$ cat src/rtl/pixel_pkg.sv
// Shared register map, field positions and frame FSM encoding for wb_pixel_buffer.
package pixel_pkg;

  localparam int unsigned NUM_PIX = 64;
  localparam int unsigned PIX_AW  = 6;
  localparam int unsigned PIX_W   = 24;

  localparam logic [7:0] REG_CTRL   = 8'd64;
  localparam logic [7:0] REG_STATUS = 8'd65;
  localparam logic [7:0] REG_BRIGHT = 8'd66;

  localparam int unsigned CTRL_START = 0;
  localparam int unsigned CTRL_AUTO  = 1;
  localparam int unsigned CTRL_IE    = 2;

  localparam int unsigned STAT_BUSY     = 0;
  localparam int unsigned STAT_FDONE    = 1;
  localparam int unsigned STAT_FCNT_LSB = 8;

  typedef enum logic [1:0] {
    ST_IDLE  = 2'd0,
    ST_START = 2'd1,
    ST_BUSY  = 2'd2
  } frame_state_e;

  // (c * (b + 1)) >> 8 never exceeds 255, so 16 bits of product are enough.
  function automatic logic [7:0] scale_chan(input logic [7:0] c, input logic [7:0] b);
    logic [15:0] prod;
    prod = {8'd0, c} * ({8'd0, b} + 16'd1);
    return 8'(prod >> 8);
  endfunction

endpackage

$ cat src/rtl/pixel_ram.sv
// Pixel store: one synchronous byte-enabled write port, asynchronous CPU and LED read ports.
module pixel_ram #(
  parameter int unsigned DEPTH = 64,
  parameter int unsigned AW    = 6
) (
  input  logic          clk_i,
  input  logic          we_i,
  input  logic [2:0]    be_i,
  input  logic [AW-1:0] cpu_addr_i,
  input  logic [23:0]   wdata_i,
  output logic [23:0]   cpu_data_o,
  input  logic [AW-1:0] led_addr_i,
  output logic [23:0]   led_data_o
);

  logic [23:0] mem_q [DEPTH];

  always_ff @(posedge clk_i) begin
    if (we_i) begin
      for (int unsigned b = 0; b < 3; b++) begin
        if (be_i[b]) mem_q[cpu_addr_i][8*b +: 8] <= wdata_i[8*b +: 8];
      end
    end
  end

  assign cpu_data_o = mem_q[cpu_addr_i];
  assign led_data_o = mem_q[led_addr_i];

endmodule

$ cat src/rtl/wb_pixel_buffer.sv
// Wishbone-mapped LED pixel buffer with frame sequencing FSM and frame-done interrupt.
// Optional per-channel brightness scaling is enabled by defining PIXEL_BRIGHTNESS_EN.
module wb_pixel_buffer
  import pixel_pkg::*;
#(
  parameter int unsigned NUM_PIX = pixel_pkg::NUM_PIX
) (
  input  logic              clk,
  input  logic              rst,
  input  logic [31:0]       wb_adr_i,
  input  logic [31:0]       wb_dat_i,
  input  logic [3:0]        wb_sel_i,
  input  logic              wb_we_i,
  input  logic              wb_stb_i,
  input  logic              wb_cyc_i,
  output logic [31:0]       wb_dat_o,
  output logic              wb_ack_o,
  input  logic [PIX_AW-1:0] pix_addr,
  output logic [23:0]       pix_data,
  output logic              led_init,
  input  logic              led_done,
  output logic              irq
);

  localparam logic [7:0] PIX_LIMIT = 8'(NUM_PIX);

  logic         ack_q;
  logic [31:0]  dat_q;
  logic         auto_q, ie_q;
  logic         fdone_q;
  logic [7:0]   fcnt_q;
  logic         done_prev_q;
  logic         led_init_q;
  frame_state_e state_q;

  logic [7:0]   idx;
  logic         access, wr;
  logic         is_pix, is_ctrl, is_stat;
  logic         start_wr, fdone_clr, done_rise;
  logic [23:0]  ram_rdata, led_rdata;
  logic [31:0]  rdata;
  logic         unused_bits;

  assign idx     = wb_adr_i[9:2];
  assign access  = wb_cyc_i & wb_stb_i & ~ack_q;
  assign wr      = access & wb_we_i;
  assign is_pix  = idx < PIX_LIMIT;
  assign is_ctrl = idx == REG_CTRL;
  assign is_stat = idx == REG_STATUS;

  assign start_wr  = wr & is_ctrl & wb_sel_i[0] & wb_dat_i[CTRL_START];
  assign fdone_clr = wr & is_stat & wb_sel_i[0] & wb_dat_i[STAT_FDONE];
  assign done_rise = led_done & ~done_prev_q;

  assign unused_bits = ^{wb_adr_i[31:10], wb_adr_i[1:0], wb_dat_i[31:24], wb_sel_i[3]};

  pixel_ram #(
    .DEPTH (NUM_PIX),
    .AW    (PIX_AW)
  ) u_ram (
    .clk_i      (clk),
    .we_i       (wr & is_pix),
    .be_i       (wb_sel_i[2:0]),
    .cpu_addr_i (idx[PIX_AW-1:0]),
    .wdata_i    (wb_dat_i[23:0]),
    .cpu_data_o (ram_rdata),
    .led_addr_i (pix_addr),
    .led_data_o (led_rdata)
  );

`ifdef PIXEL_BRIGHTNESS_EN
  logic [7:0] bright_q;
  logic       is_bright;

  assign is_bright = idx == REG_BRIGHT;

  always_ff @(posedge clk) begin
    if (rst) begin
      bright_q <= 8'hFF;
    end else if (wr & is_bright & wb_sel_i[0]) begin
      bright_q <= wb_dat_i[7:0];
    end
  end

  always_comb begin
    pix_data = '0;
    for (int unsigned c = 0; c < 3; c++) begin
      pix_data[8*c +: 8] = scale_chan(led_rdata[8*c +: 8], bright_q);
    end
  end
`else
  assign pix_data = led_rdata;
`endif

  always_comb begin
    rdata = '0;
    if (is_pix) begin
      rdata[23:0] = ram_rdata;
    end else if (is_ctrl) begin
      rdata[CTRL_AUTO] = auto_q;
      rdata[CTRL_IE]   = ie_q;
    end else if (is_stat) begin
      rdata[STAT_BUSY]              = state_q != ST_IDLE;
      rdata[STAT_FDONE]             = fdone_q;
      rdata[STAT_FCNT_LSB +: 8]     = fcnt_q;
    end
`ifdef PIXEL_BRIGHTNESS_EN
    else if (is_bright) begin
      rdata[7:0] = bright_q;
    end
`endif
  end

  always_ff @(posedge clk) begin
    if (rst) begin
      ack_q <= 1'b0;
      dat_q <= '0;
    end else begin
      ack_q <= access;
      dat_q <= (access & ~wb_we_i) ? rdata : '0;
    end
  end

  always_ff @(posedge clk) begin
    if (rst) begin
      auto_q <= 1'b0;
      ie_q   <= 1'b0;
    end else if (wr & is_ctrl & wb_sel_i[0]) begin
      auto_q <= wb_dat_i[CTRL_AUTO];
      ie_q   <= wb_dat_i[CTRL_IE];
    end
  end

  // FDONE clear precedes the frame-done set below so a coincident edge wins.
  always_ff @(posedge clk) begin
    if (rst) begin
      state_q     <= ST_IDLE;
      led_init_q  <= 1'b0;
      fdone_q     <= 1'b0;
      fcnt_q      <= '0;
      done_prev_q <= 1'b0;
    end else begin
      done_prev_q <= led_done;
      led_init_q  <= 1'b0;
      if (fdone_clr) fdone_q <= 1'b0;
      case (state_q)
        ST_IDLE: begin
          if (start_wr) begin
            state_q    <= ST_START;
            led_init_q <= 1'b1;
          end
        end
        ST_START: begin
          state_q <= ST_BUSY;
        end
        ST_BUSY: begin
          if (done_rise) begin
            fdone_q <= 1'b1;
            fcnt_q  <= fcnt_q + 8'd1;
            if (auto_q) begin
              state_q    <= ST_START;
              led_init_q <= 1'b1;
            end else begin
              state_q <= ST_IDLE;
            end
          end
        end
        default: state_q <= ST_IDLE;
      endcase
    end
  end

  assign wb_ack_o = ack_q;
  assign wb_dat_o = dat_q;
  assign led_init = led_init_q;
  assign irq      = fdone_q & ie_q;

endmodule

$ cat config.mk
export PLATFORM = sky130hd
export DESIGN_NAME = wb_pixel_buffer
export DESIGN_NICKNAME = d
export VERILOG_FILES = /design/src/rtl/pixel_pkg.sv /design/src/rtl/pixel_ram.sv /design/src/rtl/wb_pixel_buffer.sv
export SDC_FILE = /design/constraint.sdc
export NUM_CORES = 2
export LEC_CHECK = 0
export CAP_MARGIN = 15
export CORE_MARGIN = 3
export CORE_UTILIZATION = 60
export DETAILED_ROUTE_END_ITERATION = 7
export GPL_ROUTABILITY_DRIVEN = 1
export MAX_ROUTING_LAYER = met4
export PLACE_DENSITY_LB_ADDON = 0.25
export SLEW_MARGIN = 15
export SYNTH_ARGS = -nofsm -noshare
export SYNTH_HDL_FRONTEND = slang
export SYNTH_SLANG_ARGS = --single-unit
$ cat constraint.sdc
create_clock -name clk -period 7.5 [get_ports clk]
set_input_delay 1.125 -clock clk [delete_from_list [all_inputs] [get_ports clk]]
set_output_delay 1.125 -clock clk [all_outputs]
set_load 0.02 [all_outputs]
==> summary.txt <==
Worst setup path
  – CP max FO: 37
  – Crit-path leading delay family: buffers and inverters
  – WP data required: 6.38 ns
  – CP Capture Type: output pin
  – Kind of critical path: in2out
  – FF-to-FF setup slack: 4.43 ns
  – CP Depth: 8
  – Buf/Inv on CP: 3
  – Critical path cell sequence: buf_8 > buf_4 > mux4_2 > mux2i_1 > mux2i_1 > o2111ai_1 > nand2_1 > clkdlybuf4s50_1
  – Critical path launch point type: input pin
  – R2r startpoint: u_ram.mem_q[10][2]
  – FF-to-FF path depth: 6
  – Most frequent CP cell: mux2i_1
  – Crit path max-delay cell type: clkdlybuf4s50_1
  – Critical Path AT: 4.80 ns
  – Critical Path Start: pix_addr[0]
  – Max incr delay on CP: 0.70 ns

Finish
  – Final nets: 4,478
  – Fraction of final layout cells sized beyond drive strength 1: 0.229
  – Syn-to-layout area delta: 10.4%
  – Final core area utilization: 0.673

STA
  – RSZ-0062 raised after global routing: false
  – Clk_skew: 0.0315 ns
  – F_max: 169 MHz
  – Max Transition Viols Final: 0
  – Final setup margin: 1.57 ns
  – Finish-stage setup viols: 0
  – Slew @ Worst Pin: 1.33 ns
  – Minimum clock period: 5.93 ns
  – Final period util: 0.790
  – Relative slew slack: 0.108
  – Setup_tns: 0 ns
  – WHS: 0.512 ns
  – Final hold violations: 0

Die
  – Num rows: 127
  – Starting density of the core: 0.610
  – Die height: 357 µm
  – Die X: 357 µm
  – # IOs: 139
  – CORE AREA: 121,000 µm²
  – Die ar.: 127,000 µm²

Clocking
  – CTS buffer count: 159
  – Post-CTS Setup Bufs: 0
  – CTS tree: yes
  – CTS resizes: 0
  – Clk sink count: 1,576
  – Clock root cell: clkbuf_16
  – Clk slew on worst S/H paths: 0.06 ns
  – Hold-fix buffers at CTS: 0
  – Worst-Skew Late Latency: 0.81 ns
  – Clock buffer depth: 3
  – H-Tree Depth: 4

Synthesis
  – Mapped Cells: 4,377
  – Ys flop type: edfxtp_1
  – Syn_area_per_cell: 16.8 µm²
  – Yosys warns: 0
  – Mapped cell area: 73,700 µm²
  – Ys async rst share: 0
  – Synth cell types: 73
  – Post-synthesis sequential area ratio: 0.636
  – #FFs+latches synth: 1,576
  – Post-synth EDFFs: 1,536

Global routing
  – Vias in the first global route: 46,461
  – Largest net degree at the start of global routing: 100
  – First-pass GRT wire length: 344,000 µm
  – GRT Resource Usage Total: 0.399
  – Gr ovfl total: 0
  – Initial antenna violation count: 20

Pwr
  – PD cells: 239 nW/µm²
  – Peak VDD IR: 234 µV
  – Pwr Total: 0.0195 W
  – Pleak: 25.9 nW

Routing
  – TritonRoute pass-1 iters: 8
  – Drt drc: 0
  – DR iter-0 viols: 9,423
  – Vias: 48,260
  – Final wirelength: 246,000 µm
  – Post-route ant nets: 0
  – Via density: 7.84
  – Wire per inst: 39.9 µm

Worst hold path
  – Worst hold path type: reg2reg
  – Min-delay src: fcnt_q[5]
  – Min-Delay Path Depth: 2

Flow run
  – Max cap viols: 0

Placement
  – Routability cong.: 1.02
  – Dpl ws: 1.76 ns
  – IO Port Bufs: 97
  – Dpl hpwl: 157,000 µm

Outcome
  – Status: finished clean
## cell usage in the layout, fill, tap and decap left out, types with 25 or more instances in the layout
cell type and count:
a211oi_1 30, a21oi_1 76, a221o_1 58, a221oi_1 165, a22oi_1 86, buf_4 139
clkbuf_1 37, clkbuf_16 166, clkdlybuf4s50_1 64, clkinv_1 32, dfxtp_1 40, edfxtp_1 1536
inv_1 48, mux2_2 73, mux2i_1 317, mux4_2 514, nand2_1 211, nand3_1 26
nor2_1 255, o2111ai_1 31, o21a_1 25, o21ai_0 62, o22a_1 28, o22ai_1 109
o32ai_1 48
## cells by family after synthesis
family | synth area share
DFF | 0.636
AOI/OAI and AO/OA | 0.0857
buffers and inverters | 0.0297
other | 0.0000509
xor gates and xnor gates | 0.000832
adders and majority gates | 0.000170
and+or+nand+nor | 0.0357
muxes | 0.211
## routing by layer
metal  track usage  share of wire  up-vias  routed length, µm
met5             -              0        -                  0
met4         0.208          0.064        0              15700
met3         0.155           0.17      859              42900
met2         0.551           0.43     4772             107000
met1         0.517           0.33    24209              80500
li1              -              -    18420                  -
## cell usage after synthesis, types with 28 or more instances
master,n,area share
o2111ai_1,31,0.0037
inv_1,48,0.0024
o22a_1,28,0.0033
buf_1,38,0.0019
a221oi_1,165,0.020
a22oi_1,86,0.0088
mux4_2,514,0.16
nor2b_1,28,0.0024
nor2_1,268,0.014
o32ai_1,48,0.0057
mux2_2,73,0.011
nand2_1,214,0.011
buf_2,142,0.0096
o22ai_1,109,0.0092
dfxtp_1,40,0.011
a221o_1,58,0.0079
clkbuf_1,146,0.0074
buf_4,48,0.0049
mux2i_1,317,0.043
o21ai_0,62,0.0042
edfxtp_1,1536,0.63
a21oi_1,76,0.0052
a211oi_1,30,0.0031
## sequential cells by signal (all words and copies together), names as in the netlist
signal       flops
u_ram.mem_q   1536
wb_dat_o        24
fcnt_q           8
state_q          2
auto_q           1
done_prev_q      1
fdone_q          1
ie_q             1
led_init         1
wb_ack_o         1
## power by group
part | internal (W) | total [W] | switching [W]
clock | 0.00474 | 0.00812 | 0.00338
combinational | 0.000585 | 0.00169 | 0.00110
sequential | 0.00966 | 0.00966 | 0.00000111
total | 0.0150 | 0.0195 | 0.00448
## path summary, 6_finish.rpt
kind	end
hold / removal	wb_dat_o[13]
setup / recovery	pix_data[2]
hold reg to reg	wb_dat_o[13]
setup reg to reg	wb_dat_o[2]
## stage by stage
stage	area (µm²)	instances
finish	81400	6159
floorplan	73800	4384
detailed placement	76000	5845
global placement	76000	5845
global route	81400	6157
CTS	81300	6135
## worst reg2reg max path, stage by stage (launching register included)
cell and delay, ns:
edfxtp_1 0.41, mux2i_1 0.15, o22ai_1 0.10, o31ai_1 0.76, o2111ai_1 0.51, nor4bb_1 0.78
o21ai_0 0.20
## cell type report
| type | instances | area [µm²] |
|---|---|---|
| tap | 1612 | 2020 |
| antenna | 21 | 52.6 |
| inverter | 51 | 195 |
| timing repair buffer | 247 | 2190 |
| sequential | 1576 | 46900 |
| fill | 7811 | 39500 |
| multi-input combinational | 2362 | 24800 |
| clock buffer | 208 | 4360 |
| clock inverter | 82 | 893 |
Power figures use the tool's default switching activity.
